==> src/rtl/cpu_mem_pkg.sv <==
// Shared types for the data-memory port arbiter: FSM states and owner encoding.
package cpu_mem_pkg;

   typedef enum logic [1:0] {
      IDLE   = 2'd0,
      ACCESS = 2'd1,
      RESP   = 2'd2
   } arb_state_t;

   localparam logic OWNER_CPU  = 1'b0;
   localparam logic OWNER_HOST = 1'b1;

endpackage

==> src/rtl/rr_lock_arbiter2.sv <==
// Two-way round-robin grant decision with an optional host burst-hold override.
module rr_lock_arbiter2
   import cpu_mem_pkg::*;
#(
   parameter int MAX_HOLD = 16,
   parameter int HOLD_W   = $clog2(MAX_HOLD + 1)
) (
   input  logic              req_cpu_i,
   input  logic              req_host_i,
   input  logic              lock_i,
   input  logic              last_owner_i,
   input  logic [HOLD_W-1:0] hold_cnt_i,
   output logic              grant_o
);

   logic tie_host;

   // Host keeps a tie only while it already owns, asks for the hold and has budget left.
   assign tie_host = lock_i && (last_owner_i == OWNER_HOST) &&
                     (hold_cnt_i < HOLD_W'(MAX_HOLD));

   always_comb begin
      grant_o = last_owner_i;
      if (req_cpu_i && !req_host_i)
         grant_o = OWNER_CPU;
      else if (req_host_i && !req_cpu_i)
         grant_o = OWNER_HOST;
      else if (req_cpu_i && req_host_i)
         grant_o = tie_host ? OWNER_HOST : ~last_owner_i;
   end

endmodule

==> src/rtl/dmem_port_arbiter.sv <==
// CPU/host arbiter onto a single-ported data memory: IDLE -> ACCESS -> RESP.
// Define DMEM_ARB_HOST_LOCK_EN to let a locked host keep up to MAX_HOLD tie grants.
module dmem_port_arbiter
   import cpu_mem_pkg::*;
#(
   parameter int ADDR_WIDTH = 32,
   parameter int DATA_WIDTH = 32,
   parameter int MAX_HOLD   = 16
) (
   input  logic                    clk,
   input  logic                    rst,
   input  logic                    cpu_req,
   input  logic [ADDR_WIDTH-1:0]   cpu_addr,
   input  logic                    cpu_we,
   input  logic [DATA_WIDTH/8-1:0] cpu_be,
   input  logic [DATA_WIDTH-1:0]   cpu_wdata,
   output logic                    cpu_done,
   output logic [DATA_WIDTH-1:0]   cpu_rdata,
   input  logic                    host_req,
   input  logic [ADDR_WIDTH-1:0]   host_addr,
   input  logic                    host_we,
   input  logic [DATA_WIDTH/8-1:0] host_be,
   input  logic [DATA_WIDTH-1:0]   host_wdata,
   input  logic                    host_lock,
   output logic                    host_done,
   output logic [DATA_WIDTH-1:0]   host_rdata,
   output logic                    mem_en,
   output logic [DATA_WIDTH/8-1:0] mem_we,
   output logic [ADDR_WIDTH-1:0]   mem_addr,
   output logic [DATA_WIDTH-1:0]   mem_wdata,
   input  logic [DATA_WIDTH-1:0]   mem_rdata,
   output logic                    busy,
   output logic                    owner,
   output logic [15:0]             conflict_cnt
);

   localparam int BE_W   = DATA_WIDTH / 8;
   localparam int HOLD_W = $clog2(MAX_HOLD + 1);

   arb_state_t              state_q, state_d;
   logic                    owner_q, owner_d;
   logic                    last_q, last_d;
   logic [ADDR_WIDTH-1:0]   addr_q, addr_d;
   logic                    we_q, we_d;
   logic [BE_W-1:0]         be_q, be_d;
   logic [DATA_WIDTH-1:0]   wdata_q, wdata_d;
   logic [DATA_WIDTH-1:0]   crd_q, crd_d;
   logic [DATA_WIDTH-1:0]   hrd_q, hrd_d;
   logic [15:0]             cnt_q, cnt_d;

   logic                    any_req, both_req, decide, grant;
   logic                    arb_lock;
   logic [HOLD_W-1:0]       arb_hold;
   logic                    rd_resp;

   assign any_req  = cpu_req | host_req;
   assign both_req = cpu_req & host_req;
   assign decide   = ((state_q == IDLE) || (state_q == RESP)) && any_req;
   assign rd_resp  = (state_q == RESP) && !we_q;

   rr_lock_arbiter2 #(
      .MAX_HOLD (MAX_HOLD),
      .HOLD_W   (HOLD_W)
   ) u_arb (
      .req_cpu_i    (cpu_req),
      .req_host_i   (host_req),
      .lock_i       (arb_lock),
      .last_owner_i (last_q),
      .hold_cnt_i   (arb_hold),
      .grant_o      (grant)
   );

`ifdef DMEM_ARB_HOST_LOCK_EN
   logic [HOLD_W-1:0] hold_q, hold_d;

   // Counts consecutive locked host grants; saturates so a lone locked host cannot wrap it.
   always_comb begin
      hold_d = hold_q;
      if (!host_lock)
         hold_d = '0;
      else if (decide)
         hold_d = (grant == OWNER_HOST) ?
                  ((hold_q == HOLD_W'(MAX_HOLD)) ? hold_q : hold_q + 1'b1) : '0;
   end

   always_ff @(posedge clk) begin
      if (rst) hold_q <= '0;
      else     hold_q <= hold_d;
   end

   assign arb_lock = host_lock;
   assign arb_hold = hold_q;
`else
   logic unused_host_lock;
   assign unused_host_lock = host_lock;
   assign arb_lock = 1'b0;
   assign arb_hold = '0;
`endif

   always_comb begin
      state_d = state_q;
      owner_d = owner_q;
      last_d  = last_q;
      addr_d  = addr_q;
      we_d    = we_q;
      be_d    = be_q;
      wdata_d = wdata_q;
      crd_d   = crd_q;
      hrd_d   = hrd_q;
      cnt_d   = cnt_q;
      case (state_q)
         IDLE:    if (any_req) state_d = ACCESS;
         ACCESS:  state_d = RESP;
         RESP:    state_d = any_req ? ACCESS : IDLE;
         default: state_d = IDLE;
      endcase
      if (decide) begin
         owner_d = grant;
         last_d  = grant;
         addr_d  = (grant == OWNER_HOST) ? host_addr  : cpu_addr;
         we_d    = (grant == OWNER_HOST) ? host_we    : cpu_we;
         be_d    = (grant == OWNER_HOST) ? host_be    : cpu_be;
         wdata_d = (grant == OWNER_HOST) ? host_wdata : cpu_wdata;
      end
      if (rd_resp) begin
         if (owner_q == OWNER_HOST) hrd_d = mem_rdata;
         else                       crd_d = mem_rdata;
      end
      if (decide && both_req && (cnt_q != 16'hFFFF))
         cnt_d = cnt_q + 16'd1;
   end

   always_ff @(posedge clk) begin
      if (rst) begin
         state_q <= IDLE;
         owner_q <= OWNER_CPU;
         last_q  <= OWNER_HOST;
         addr_q  <= '0;
         we_q    <= 1'b0;
         be_q    <= '0;
         wdata_q <= '0;
         crd_q   <= '0;
         hrd_q   <= '0;
         cnt_q   <= '0;
      end else begin
         state_q <= state_d;
         owner_q <= owner_d;
         last_q  <= last_d;
         addr_q  <= addr_d;
         we_q    <= we_d;
         be_q    <= be_d;
         wdata_q <= wdata_d;
         crd_q   <= crd_d;
         hrd_q   <= hrd_d;
         cnt_q   <= cnt_d;
      end
   end

   assign mem_en    = (state_q == ACCESS);
   assign mem_we    = (mem_en && we_q) ? be_q : '0;
   assign mem_addr  = mem_en ? addr_q  : '0;
   assign mem_wdata = mem_en ? wdata_q : '0;

   // Read data is forwarded during RESP so it is valid alongside done, then held.
   assign cpu_done   = (state_q == RESP) && (owner_q == OWNER_CPU);
   assign host_done  = (state_q == RESP) && (owner_q == OWNER_HOST);
   assign cpu_rdata  = (rd_resp && owner_q == OWNER_CPU)  ? mem_rdata : crd_q;
   assign host_rdata = (rd_resp && owner_q == OWNER_HOST) ? mem_rdata : hrd_q;

   assign busy         = (state_q == ACCESS) || (state_q == RESP);
   assign owner        = owner_q;
   assign conflict_cnt = cnt_q;

endmodule

==> config.mk <==
export PLATFORM = sky130hd
export DESIGN_NAME = dmem_port_arbiter
export DESIGN_NICKNAME = d
export VERILOG_FILES = /design/src/rtl/cpu_mem_pkg.sv /design/src/rtl/rr_lock_arbiter2.sv /design/src/rtl/dmem_port_arbiter.sv
export SDC_FILE = /design/constraint.sdc
export NUM_CORES = 1
export LEC_CHECK = 0
export ABC_AREA = 0
export BUFFER_PORTS_ARGS = -buffer_cell sky130_fd_sc_hd__buf_2
export CAP_MARGIN = 20
export CORE_MARGIN = 2
export CORE_UTILIZATION = 45
export CTS_CLUSTER_SIZE = 30
export DETAILED_ROUTE_END_ITERATION = 10
export GPL_TIMING_DRIVEN = 0
export PLACE_DENSITY = 0.76
export SYNTH_ARGS = -nofsm -noshare
export SYNTH_HDL_FRONTEND = slang
export SYNTH_SLANG_ARGS = --single-unit
==> constraint.sdc <==
create_clock -name clk -period 2.64 [get_ports clk]
set_input_delay 0 -clock clk [delete_from_list [all_inputs] [get_ports clk]]
set_output_delay 0 -clock clk [all_outputs]
set_load 0.01 [all_outputs]
* Word level (Yosys, flattened, before mapping)
Index checks and enable logic that the tools add are counted.
** Word-level totals
- Bits of input ports :: 175
- Bits in registers :: 153
- Output and inout port bits :: 153
- Logic and storage cells :: 54
** Cells by class
- Reductions and logical operators :: 20
- Add/sub/neg operators :: 1
- Eq/ne operators :: 4
- Mux-type cells :: 15
- Bitwise logic cells :: 4
** Operators by type and width (number)
- 2-to-1 mux 32 bit :: 6
- adder 16 x 1 -> 16 bit, second input constant :: 1
- inequality test 16 bit, second input constant :: 1
- logical AND 1 bit :: 12
- 2-to-1 mux 4 bit :: 2
- one-hot mux 2 bit (3 select lines) :: 1
- 2-to-1 mux 1 bit :: 5
- AND reduction 2 bit :: 2
- zero test 1 bit :: 3
- == test 2 x 1 -> 1 bit, second input constant :: 1
- == test 2 bit, second input constant :: 1
- zero test 2 bit :: 1
- logical OR 1 bit :: 2
- 2-to-1 mux 2 bit :: 1
- inequality test 2 bit, second input constant :: 1
- NOT 1 bit :: 2
- bitwise AND 1 bit :: 1
- bitwise OR 1 bit :: 1

* Logic depth before layout (Yosys ltp)
Gate-level depths: netlist of run 1.
- Depth after elaboration :: 5
- Depth in mapped cells :: 8

* By module
From an unflattened synthesis of run 1, not the netlist that was laid out.
** Second synthesis, totals
- Cells, all modules :: 720
- Area, all modules :: 7003.0 µm²
** By module, submodules not included
- dmem_port_arbiter :: instances 1, area an instance 6977.9 µm², seq. area each 3062.9 µm², cells each 716
- rr_lock_arbiter2 :: instances 1, area an instance 25.0 µm², seq. area each 0.0 µm², cells each 4

* Worst setup path before layout of run 1
OpenSTA, ideal clock, no wires.
- Path type :: register to register
- Start point :: register state_q[0]
- End point :: register crd_q[26]
- Data required time :: 2.512 ns
- Buffers on the path :: 2
- Setup time :: 0.128 ns
- Stages on the path, launching flop included :: 8
- Arrival :: 1.725 ns
- Setup slack :: 0.786 ns
- Cells stage by stage :: dfxtp_1 -> inv_1 -> ha_1 -> buf_2 -> nor3b_2 -> buf_2 -> mux2_2 -> nor2b_1
** Between the ends
- Cells in the longest elaborated chain, start to end :: 3
** Ends and longest elaborated chain
- from (decl) :: line dmem_port_arbiter.sv:40 : arb_state_t state_q, state_d;
- from (signal assigned) :: line dmem_port_arbiter.sv:146 : state_q <= state_d;
- == test 2 bit :: line dmem_port_arbiter.sv:59 : assign rd_resp = (state_q == RESP) && !we_q;
- logical AND 1 bit :: line dmem_port_arbiter.sv:59
- AND reduction 2 bit (no line)
- to (signal assigned) :: line dmem_port_arbiter.sv:153 : crd_q <= crd_d;
- to (decl) :: line dmem_port_arbiter.sv:47 : logic [DATA_WIDTH-1:0] crd_q, crd_d;
Every way passes these cells.
A chain may end at the register's enable or synchronous reset.

* Worst setup path after layout of run 1
- Start point :: register last_q
- End point :: register addr_q[0]
** Between the ends
- Cells in the longest elaborated chain, start to end :: 5
** Ends and longest elaborated chain
- from (decl) :: line dmem_port_arbiter.sv:42 : logic last_q, last_d;
- from (signal assigned) :: line dmem_port_arbiter.sv:148 : last_q <= last_d;
- NOT 1 bit :: line rr_lock_arbiter2.sv:29 : grant_o = tie_host ? OWNER_HOST : ~last_owner_i;
- 2-to-1 mux 1 bit (*) :: line rr_lock_arbiter2.sv:28 : else if (req_cpu_i && req_host_i)
- 2-to-1 mux 1 bit (*) :: line rr_lock_arbiter2.sv:26 : else if (req_host_i && !req_cpu_i)
- 2-to-1 mux 1 bit (*) :: line rr_lock_arbiter2.sv:24 : if (req_cpu_i && !req_host_i)
- 2-to-1 mux 32 bit (*) :: line dmem_port_arbiter.sv:120 : addr_d = (grant == OWNER_HOST) ? host_addr : cpu_addr;
- to (signal assigned) :: line dmem_port_arbiter.sv:149 : addr_q <= addr_d;
- to (decl) :: line dmem_port_arbiter.sv:43 : logic [ADDR_WIDTH-1:0] addr_q, addr_d;
Mark *: on every way between the ends. The rest lies on a longest branch, timed or not.

==> results of run 1 <==
-- through the flow --
stage          utilization [%]  cells
2_1_floorplan                -    714
3_3_place_gp             58.36   1228
3_5_place_dp             58.36   1228
4_1_cts                  72.60   1415
5_1_grt                  72.64   1415
6_report                 72.64   1415
-- state kept, by name, indices dropped and copies added (netlist names) --
register      cells
addr_q           32
be_q              4
conflict_cnt     16
crd_q            32
hrd_q            32
last_q            1
owner             1
state_q           2
wdata_q          32
we_q              1
-- logic make-up (layout without fill, tap and decap cells) --
family                   count (synthesis)  after routing  share of synthesized area [%]
multiplexers                           138            138                          20.91
flip-flops                             153            153                          43.72
adder cells (fa/ha/maj)                  5              5                         0.8930
AND/OR/NAND/NOR                        262            262                          20.79
buffers and inverters                   58            571                          3.393
AO/OA/AOI/OAI                           98             98                          10.29
-- power by group through the flow --
stage               Sequential, W  Clock (W)  Combinational, W
detailed placement        0.00265          0           0.00125
global placement          0.00265          0           0.00124
floorplan                 0.00262          0          0.000797
CTS                       0.00260    0.00254           0.00153
global route              0.00263    0.00264           0.00172
finish                    0.00261    0.00251           0.00160
-- placed cells by master (no fill, tap or decap), types with 2 or more instances in the layout --
master	netlist	routed
a211oi_1	74	74
a21oi_1	10	10
a31oi_1	3	3
and2_1	65	65
and3_1	6	6
and4b_1	2	2
buf_1	4	4
buf_2	15	341
bufinv_16	0	3
clkbuf_1	36	39
clkbuf_16	0	17
clkbuf_8	0	3
clkinvlp_4	0	3
dfxtp_1	153	153
dlygate4sd3_1	0	155
ha_1	5	5
inv_1	2	2
inv_6	0	2
mux2_2	67	67
mux2i_1	71	71
nand2_1	6	6
nand2b_1	2	2
nand3_1	3	3
nand3b_1	2	2
nand4_1	3	3
nor2_1	85	85
nor2b_1	68	68
nor3_1	6	6
nor4_1	2	2
o21ai_0	3	3
o41ai_1	2	2
-- layout make-up --
cell class                      instances  area, um^2  share of cell area, %
Multi-Input combinational cell        503        3711                  33.61
Clock inverter                          9       135.1                  1.224
Buffer                                 56       230.2                  2.085
Timing Repair Buffer                  481        3183                  28.82
Sequential cell                       153        3063                  27.74
Inverter                                2       7.507                0.06798
Tap cell                              188       235.2                  2.130
Clock buffer                           23       478.0                  4.328
-- worst max-delay path: stages (launching register included) --
cell           delay [ps]
dfxtp_1               350
nor2_1                 50
a21oi_1               110
clkbuf_1              430
buf_2                 400
mux2i_1               340
dlygate4sd3_1         630
a211oi_1               90
-- worst min path at each step --
| stage | from | end | slack [ps] | cells past startpoint |
|---|---|---|---|---|
| 3_3_place_gp | mem_rdata[10] | host_rdata[10] | 340 | 3 |
| 2_1_floorplan | mem_rdata[0] | host_rdata[0] | 160 | 1 |
| 5_1_grt | cpu_wdata[12] | wdata_q[12]$_SDFFE_PP0P_ | 6 | 3 |
| 6_report | cpu_wdata[12] | wdata_q[12]$_SDFFE_PP0P_ | 10 | 3 |
| 3_5_place_dp | mem_rdata[10] | host_rdata[10] | 340 | 3 |
| 4_1_cts | mem_rdata[15] | hrd_q[15]$_SDFFE_PP0P_ | 0.6 | 3 |
-- per-layer routing --
layer	vias to the layer above	wire length, um
met5	-	0
met4	0	1391
met3	104	1515
met2	365	12330
met1	3409	9419
li1	3503	-
-- repair_timing --
| action | CTS | global route |
|---|---|---|
| endpoints found under the setup margin | 0 | 14 |
| resized for setup | 0 | 1 |
| hold buffers | 155 | 0 |
| hold endpoints to repair | 124 | 0 |
==> impl_metrics.json, run 1 <==
{
  "dr.pass1.iters": 7,
  "use_met2_pct": 51.76,
  "grt.busiest_layer": "met2",
  "p_comb_share_pct": 23.8,
  "rsz0062_at_grt": "false",
  "synthTopCellsByCount": "dfxtp_1, nor2_1, a211oi_1",
  "stdcell_area_um2": 11040,
  "setup_tns_ps": 0,
  "ys_ff_latch": 153,
  "fmaxAchievable_ghz": 0.3944,
  "min_period_ps": 2535,
  "grt.overflow.total": 0,
  "r2r-end": "addr_q[0]$_SDFFE_PP0P_",
  "synth_flop_cell": "dfxtp_1",
  "post_synth.cell_area_avg_um2": 9.812,
  "drcViolationCount": 0,
  "worstSkewPairLatency_ps": 420,
  "share_seq_of_total_power_pct": 38.8,
  "io_pins": 328,
  "intPower_w": 0.004866,
  "max-cap-violations": 0,
  "rr_worst_depth": 7,
  "portBuffers": 326,
  "post-synth-top-count-cell": "dfxtp_1",
  "status": "completed",
  "h-tree-depth": 4,
  "use_met1_pct": 31.05,
  "track_usage_pct": 28.97,
  "total_power_w": 0.006727,
  "p_clk_share_pct": 37.4,
  "vias": 7381,
  "ys.warnings.count": 0,
  "r2r_setup_slack_ps": 100,
  "min_path_type": "input port to register",
  "drt-initial-drc-count": 288,
  "dpl.hpwl_mm": 15.75,
  "crit_fanout": 10,
  "yosysSeqAreaShare_pct": 43.72,
  "hold_viol": 0,
  "cp.required_ps": 2920,
  "cts_root_buffer": "clkbuf_16",
  "cts_tree": "done",
  "worst_pin_slew_ps": 639.6,
  "ys_top_cells_by_area": "dfxtp_1, mux2_2, mux2i_1",
  "antenna_found_initial": 0,
  "fin_nets": 1394,
  "antenna_cells": 0,
  "pwr_density_cell_nw_per_um2": 609.2,
  "slew_violations": 0,
  "period_share_pct": 96.03,
  "die_x_um": 128.8,
  "finalSetupViolations": 0,
  "clockBufferDepth": 2,
  "clk_pin_slew_ps": 60,
  "initial_core_util_pct": 46.08,
  "grt_use_met3_pct": 5.780,
  "cp-end-kind": "register",
  "synthCells": 714,
  "hold_slack_ps": 12.05,
  "fin_ws_ps": 104.8,
  "cts.sinks": 153,
  "drt_wl_total_mm": 24.66,
  "synth-edff-count": 0,
  "async_flop_share_pct": 0,
  "post-place-ws_ps": 465.2,
  "grt_pass1_vias": 7446,
  "slew_headroom_pct": 57.36,
  "fin_worst_skew_ps": 12.83,
  "p_sw_w": 0.001861,
  "core_um2": 15200,
  "rows": 45,
  "reg2reg_from": "last_q$_SDFFE_PP1P_",
  "leakage_nw": 5.412,
  "synth.distinct_cells": 44,
  "vias_per_cell": 5.216,
  "drtAntennaViolNets": 0,
  "swShare_pct": 27.67,
  "endpoint": "addr_q[0]$_SDFFE_PP0P_",
  "synth_top_cell_by_area": "dfxtp_1",
  "cts_buffers": 17,
  "place_area_um2": 8872,
  "grt_pass1_wl_mm": 37.66,
  "syn-cell-area_um2": 7005,
  "cp-start-kind": "register",
  "yosys.area.top_type_share_pct": 43.72,
  "grt_max_degree": 17,
  "gp_congestion": 0.8255,
  "syn_to_final_growth_pct": 57.64,
  "postCtsSetupBuffers": 0,
  "arrival_ps": 2810,
  "crit_start": "last_q$_SDFFE_PP1P_",
  "dieArea_um2": 16580,
  "vdd_drop_max_uv": 426.3,
  "wl_per_cell_um": 17.42,
  "path_class": "register to register",
  "layout-drive-gt1-share_pct": 36.27,
  "syn_nets": 894,
  "die_y_um": 128.8,
  "final.fill_count": 1035
}
Power figures use the tool's default switching activity.
==> run 2: changes to the inputs <==
--- a/config.mk
+++ b/config.mk
@@ -8,6 +8,7 @@
 export ABC_AREA = 0
 export BUFFER_PORTS_ARGS = -buffer_cell sky130_fd_sc_hd__buf_2
 export CAP_MARGIN = 20
+export CORE_ASPECT_RATIO = 0.9
 export CORE_MARGIN = 2
 export CORE_UTILIZATION = 45
 export CTS_CLUSTER_SIZE = 30
==> run 2 against run 1 <==
First-iteration DRC count rose by 17%. Via count rose by 0.31%. Fmax fell by 2.1%. Combinational power barely moved. Worst hold slack improved by 26 ps. Sequential power barely moved. Largest power group unchanged.
==> impl_metrics.json, run 2 (synthesis gave the netlist of run 1 again) <==
{
  "status": "completed",
  "syn_to_final_growth_pct": 59.14,
  "die_y_um": 122.4,
  "fmaxAchievable_ghz": 0.3861,
  "use_met1_pct": 29.94,
  "die_x_um": 135.5,
  "path_class": "register to register",
  "layout-drive-gt1-share_pct": 35.89,
  "io_pins": 328,
  "worst_pin_slew_ps": 637.7,
  "grt.busiest_layer": "met2",
  "mostFrequentLayoutCells": "buf_2, dlygate4sd3_1, dfxtp_1, nor2_1, a211oi_1",
  "period_share_pct": 98.12,
  "grt_max_degree": 17,
  "cts.sinks": 153,
  "finalSetupViolations": 0,
  "utilization_pct": 72.71,
  "grt.overflow.total": 0,
  "grt_pass1_wl_mm": 36.65,
  "dpl.hpwl_mm": 15.44,
  "cp-end-kind": "register",
  "drt-initial-drc-count": 338,
  "h-tree-depth": 4,
  "critPathSlowestCell": "dlygate4sd3_1",
  "vias": 7404,
  "worstPathCellList": "nor2_1 > a21oi_1 > clkbuf_1 > buf_2 > mux2i_1 > dlygate4sd3_1 > a211oi_1",
  "core_um2": 15330,
  "fin_ws_ps": 49.68,
  "critPathTopFamily": "buffers and inverters",
  "worstSkewPairLatency_ps": 420,
  "rows": 43,
  "drtAntennaViolNets": 0,
  "max-cap-violations": 0,
  "hold_path_depth": 3,
  "slew_headroom_pct": 57.48,
  "vias_per_cell": 5.145,
  "post-place-ws_ps": 475.0,
  "cpPeakStageDelay_ps": 590,
  "cts_tree": "done",
  "cp-start-kind": "register",
  "dr.pass1.iters": 5,
  "pwr_density_cell_nw_per_um2": 605.6,
  "portBuffers": 326,
  "initial_core_util_pct": 45.69,
  "dp_cells": 1242,
  "rr_worst_depth": 7,
  "fin_nets": 1404,
  "min_period_ps": 2590,
  "gp_congestion": 0.8219,
  "cp.required_ps": 2920,
  "track_usage_pct": 28.50,
  "stdcell_area_um2": 11150,
  "antenna_cells": 0,
  "fin_worst_skew_ps": 7.932,
  "worst-path-stages": 7,
  "use_met2_pct": 52.95,
  "crit_fanout": 10,
  "min_path_type": "input port to register",
  "cts_root_buffer": "clkbuf_16",
  "leakage_nw": 5.449,
  "final_cells": 1439,
  "clk_pin_slew_ps": 60,
  "final_common_cell": "buf_2",
  "drcViolationCount": 0,
  "antenna_found_initial": 0,
  "drt_wl_total_mm": 24.83,
  "grt_pass1_vias": 7253,
  "grt_use_met3_pct": 6.444,
  "arrival_ps": 2870,
  "place_area_um2": 8890,
  "postCtsSetupBuffers": 0,
  "dieArea_um2": 16580,
  "cts_buffers": 17,
  "hold_viol": 0,
  "slew_violations": 0,
  "total_power_w": 0.006752,
  "wl_per_cell_um": 17.26,
  "vdd_drop_max_uv": 506.6,
  "clockBufferDepth": 2,
  "path_buf_inv": 3
}
-- run 2: path summary, 6_finish.rpt --
check,from,endpoint,slack [ps]
worst min register to register,wdata_q[17]$_SDFFE_PP0P_,wdata_q[17]$_SDFFE_PP0P_,490
worst max-delay path,last_q$_SDFFE_PP1P_,wdata_q[15]$_SDFFE_PP0P_,50
worst max register to register,last_q$_SDFFE_PP1P_,wdata_q[15]$_SDFFE_PP0P_,50
worst min-delay path,host_wdata[14],wdata_q[14]$_SDFFE_PP0P_,40
-- run 2: worst register-to-register path, cell delays in order (launching register included) --
cell	delay, ps
dfxtp_1	350
nor2_1	60
a21oi_1	110
clkbuf_1	470
buf_2	470
mux2i_1	350
dlygate4sd3_1	590
a211oi_1	60
-- run 2: stage by stage --
step           TNS (ps)  hold WS [ps]
2_1_floorplan         0         157.9
3_3_place_gp          0         341.2
3_5_place_dp          0         342.5
4_1_cts               0         2.109
5_1_grt          -30.83         34.01
6_report              0         38.03
-- run 2: cell type report --
type / instances / area, um^2
Fill cell: 1056 / 4185
Multi-Input combinational cell: 503 / 3705
Timing Repair Buffer: 491 / 3283
Sequential cell: 153 / 3063
Clock buffer: 23 / 467.9
Tap cell: 202 / 252.7
Buffer: 56 / 230.2
Clock inverter: 9 / 138.9
Inverter: 2 / 7.507
-- run 2: per-layer routing --
layer | vias to the layer above | wire, um
met1 | 3458 | 9481
met5 | - | 0
met2 | 343 | 12700
met4 | 0 | 1107
met3 | 74 | 1547
li1 | 3529 | -
-- run 2: timing repair --
action | 4_1_cts | 5_1_grt
endpoints found under the setup margin | 0 | 0
endpoints found under the hold margin | 127 | 1
gates resized for setup | 0 | 0
hold buffers | 163 | 2
-- run 2: power breakdown --
part	switching, W	total (W)	internal, W
clock	0.000979	0.00253	0.00155
sequential	0.000105	0.00261	0.00251
combinational	0.000806	0.00161	0.000805
total	0.00189	0.00675	0.00486
==> run 3: changes to the inputs <==
--- a/config.mk
+++ b/config.mk
@@ -5,7 +5,7 @@
 export SDC_FILE = /design/constraint.sdc
 export NUM_CORES = 1
 export LEC_CHECK = 0
-export ABC_AREA = 0
+export ABC_AREA = 1
 export BUFFER_PORTS_ARGS = -buffer_cell sky130_fd_sc_hd__buf_2
 export CAP_MARGIN = 20
 export CORE_ASPECT_RATIO = 0.9
@@ -14,7 +14,7 @@
 export CTS_CLUSTER_SIZE = 30
 export DETAILED_ROUTE_END_ITERATION = 10
 export GPL_TIMING_DRIVEN = 0
-export PLACE_DENSITY = 0.76
+export PLACE_DENSITY = 0.74
 export SYNTH_ARGS = -nofsm -noshare
 export SYNTH_HDL_FRONTEND = slang
 export SYNTH_SLANG_ARGS = --single-unit
==> constraint.sdc (replaced) <==
create_clock -name clk -period 2.64 [get_ports clk]
set_input_delay 0.264 -clock clk [delete_from_list [all_inputs] [get_ports clk]]
set_output_delay 0.264 -clock clk [all_outputs]
set_load 0.01 [all_outputs]
==> run 3 against run 2 <==
Combinational power decreased by 9.9%. Highest routed layer unchanged. Flip-flop and latch count unchanged. Via count increased by 11%. Critical endpoint is now mem_addr[25]. Largest power group unchanged. First-iteration DRC count increased by 35%. Critical path depth unchanged.
==> impl_metrics.json, run 3 <==
{
  "initial_core_util_pct": 46.18,
  "cts.sinks": 153,
  "clockBufferDepth": 2,
  "intPower_w": 0.004539,
  "swShare_pct": 30.77,
  "syn_nets": 1302,
  "pwr_density_cell_nw_per_um2": 633.1,
  "dpl.hpwl_mm": 18.45,
  "synth_flop_cell": "dfxtp_1",
  "p_clk_share_pct": 37.5,
  "grt.overflow.total": 0,
  "min_period_ps": 2479,
  "die_y_um": 129.1,
  "max-cap-violations": 0,
  "die_x_um": 143.0,
  "grt_max_degree": 17,
  "synthCells": 1122,
  "reg2reg_from": "state_q[0]$_SDFFE_PP0P_",
  "final.fill_count": 1591,
  "cp-end-kind": "output pin",
  "cp-start-kind": "register",
  "crit_top_cell": "inv_1",
  "wl_per_cell_um": 13.80,
  "ys.warnings.count": 0,
  "use_met2_pct": 41.99,
  "ys_top_cells_by_area": "dfxtp_1, nand2_1, inv_1",
  "syn_to_final_growth_pct": 32.33,
  "synth.distinct_cells": 32,
  "period_share_pct": 93.90,
  "fmaxAchievable_ghz": 0.4034,
  "synth_top_cell_by_area": "dfxtp_1",
  "yosys.area.top_type_share_pct": 39.14,
  "dr.pass1.iters": 5,
  "worstHoldStart": "host_addr[15]",
  "track_usage_pct": 24.68,
  "dp_cells": 1682,
  "grt_pass1_vias": 7346,
  "rows": 45,
  "syn-cell-area_um2": 7826,
  "worstPathCellList": "inv_1 > ha_1 > clkbuf_2 > clkbuf_1 > nand2_1 > inv_1 > buf_2",
  "p_comb_share_pct": 22.1,
  "hold_viol": 0,
  "post_synth.cell_area_avg_um2": 6.975,
  "path_class": "register to output pin",
  "status": "completed",
  "worst_pin_slew_ps": 699.5,
  "grt_use_met3_pct": 6.245,
  "clk_pin_slew_ps": 70,
  "mostFrequentLayoutCells": "buf_2, nand2_1, inv_1, dfxtp_1, o21ai_0",
  "min_path_type": "input port to register",
  "arrival_ps": 2210,
  "core_um2": 16950,
  "slew_violations": 0,
  "cp.required_ps": 2380,
  "synth-edff-count": 0,
  "cts_root_buffer": "clkbuf_16",
  "critPathSlowestCell": "clkbuf_1",
  "cts_buffers": 17,
  "portBuffers": 325,
  "cpPeakStageDelay_ps": 380,
  "share_seq_of_total_power_pct": 40.4,
  "setup_tns_ps": 0,
  "worstSkewPairLatency_ps": 420,
  "fin_ws_ps": 161.1,
  "use_met1_pct": 30.05,
  "fin_nets": 1646,
  "slew_headroom_pct": 53.37,
  "post-synth-top-count-cell": "nand2_1",
  "hold_path_depth": 3,
  "antenna_found_initial": 2,
  "vias_per_cell": 4.769,
  "drtAntennaViolNets": 0,
  "vias": 8189,
  "drt-initial-drc-count": 456,
  "dieArea_um2": 18460,
  "grt_pass1_wl_mm": 35.98,
  "vdd_drop_max_uv": 457.1,
  "ys_ff_latch": 153,
  "rsz0062_at_grt": "false",
  "final_cells": 1717,
  "gp_congestion": 0.9152,
  "crit_fanout": 10,
  "leakage_nw": 5.947,
  "final_common_cell": "buf_2",
  "h-tree-depth": 4,
  "async_flop_share_pct": 0,
  "hold_slack_ps": 90.70,
  "grt.busiest_layer": "met2",
  "holdPathEnd": "addr_q[15]$_SDFFE_PP0P_",
  "io_pins": 328,
  "cts_resized": 1,
  "drcViolationCount": 0,
  "fin_worst_skew_ps": 6.355,
  "post-place-ws_ps": 398.9,
  "postCtsHoldBufs": 0,
  "r2r-end": "wdata_q[15]$_SDFFE_PP0P_",
  "rr_worst_depth": 8,
  "synthTopCellsByCount": "nand2_1, inv_1, dfxtp_1",
  "r2r_setup_slack_ps": 890,
  "yosysSeqAreaShare_pct": 39.14,
  "postCtsSetupBuffers": 0,
  "cts_tree": "done",
  "p_sw_w": 0.002017,
  "finalSetupViolations": 0,
  "drt_wl_total_mm": 23.70,
  "layout-drive-gt1-share_pct": 35.97
}
## run 3: cell count changes after synthesis, sizes merged, moves of 11 or more
cell	before	now
a21oi	10	42
a31oi	3	69
and2	65	1
inv	2	221
or2	1	33
buf	19	30
nand2	6	283
nor2b	68	0
mux2i	71	0
o21ai	3	109
mux2	67	0
a211oi	74	32
## run 3: cell type report
| cell class | count | area, um^2 | area share (%) |
|---|---|---|---|
| Buffer | 71 | 424.2 | 4.096 |
| Clock inverter | 13 | 145.1 | 1.401 |
| Inverter | 221 | 829.5 | 8.010 |
| Timing Repair Buffer | 325 | 1627 | 15.71 |
| Tap cell | 235 | 294.0 | 2.839 |
| Antenna cell | 3 | 7.507 | 0.07249 |
| Multi-Input combinational cell | 677 | 3513 | 33.93 |
| Clock buffer | 19 | 452.9 | 4.374 |
| Sequential cell | 153 | 3063 | 29.58 |
## run 3: power by group through the flow
| stage | Sequential, W | Clock, W | Combinational [W] |
|---|---|---|---|
| floorplan | 0.00267 | 0 | 0.000902 |
| global placement | 0.00269 | 0 | 0.00143 |
| detailed placement | 0.00269 | 0 | 0.00145 |
| CTS | 0.00264 | 0.00249 | 0.00145 |
| global route | 0.00267 | 0.00259 | 0.00163 |
| finish | 0.00265 | 0.00246 | 0.00145 |
## run 3: critical path, delay by kind of cell (launching register included)
family | cells | cell delay, ps
and+or+nand+nor | 1 | 90
adders and majority gates | 1 | 300
buffers and inverters | 5 | 1060
DFF | 1 | 340
## run 3: worst max-delay path by stage
stage	from	slack, ps	end	depth (start not counted)
2_1_floorplan	state_q[0]$_SDFFE_PP0P_	990	host_rdata[10]	8
3_3_place_gp	state_q[1]$_SDFFE_PP0P_	400	mem_addr[25]	7
3_5_place_dp	state_q[1]$_SDFFE_PP0P_	400	mem_addr[25]	7
4_1_cts	state_q[0]$_SDFFE_PP0P_	120	cpu_rdata[10]	8
5_1_grt	state_q[1]$_SDFFE_PP0P_	8	mem_addr[27]	7
6_report	state_q[1]$_SDFFE_PP0P_	160	mem_addr[25]	7
## run 3: cells by family (layout without fill, tap and decap cells)
logic type | Yosys count | in the layout | share of synthesized area (%)
buf+inv | 292 | 649 | 15.97
compound gates | 253 | 253 | 19.90
xor+xnor | 5 | 5 | 0.5597
simple gates | 414 | 414 | 23.63
other cells | 0 | 3 | 0
flops | 153 | 153 | 39.14
fa+ha+maj | 5 | 5 | 0.7994
## run 3: layer usage
metal  vias to the layer above  part of all wire (%)
met3                        44                   6.7
met4                         0                   2.6
met1                      3649                    42
met2                       299                    48
li1                       4197                     -
met5                         -                     0
## run 3: metrics by stage
stage               utilization, %  power, W  instance area, um^2
floorplan                        -  0.003573                 7826
global placement             57.51  0.004118                 9747
detailed placement           57.51  0.004137                 9747
CTS                          61.05  0.006589                10350
global route                 61.09  0.006885                10350
finish                       61.11  0.006556                10360
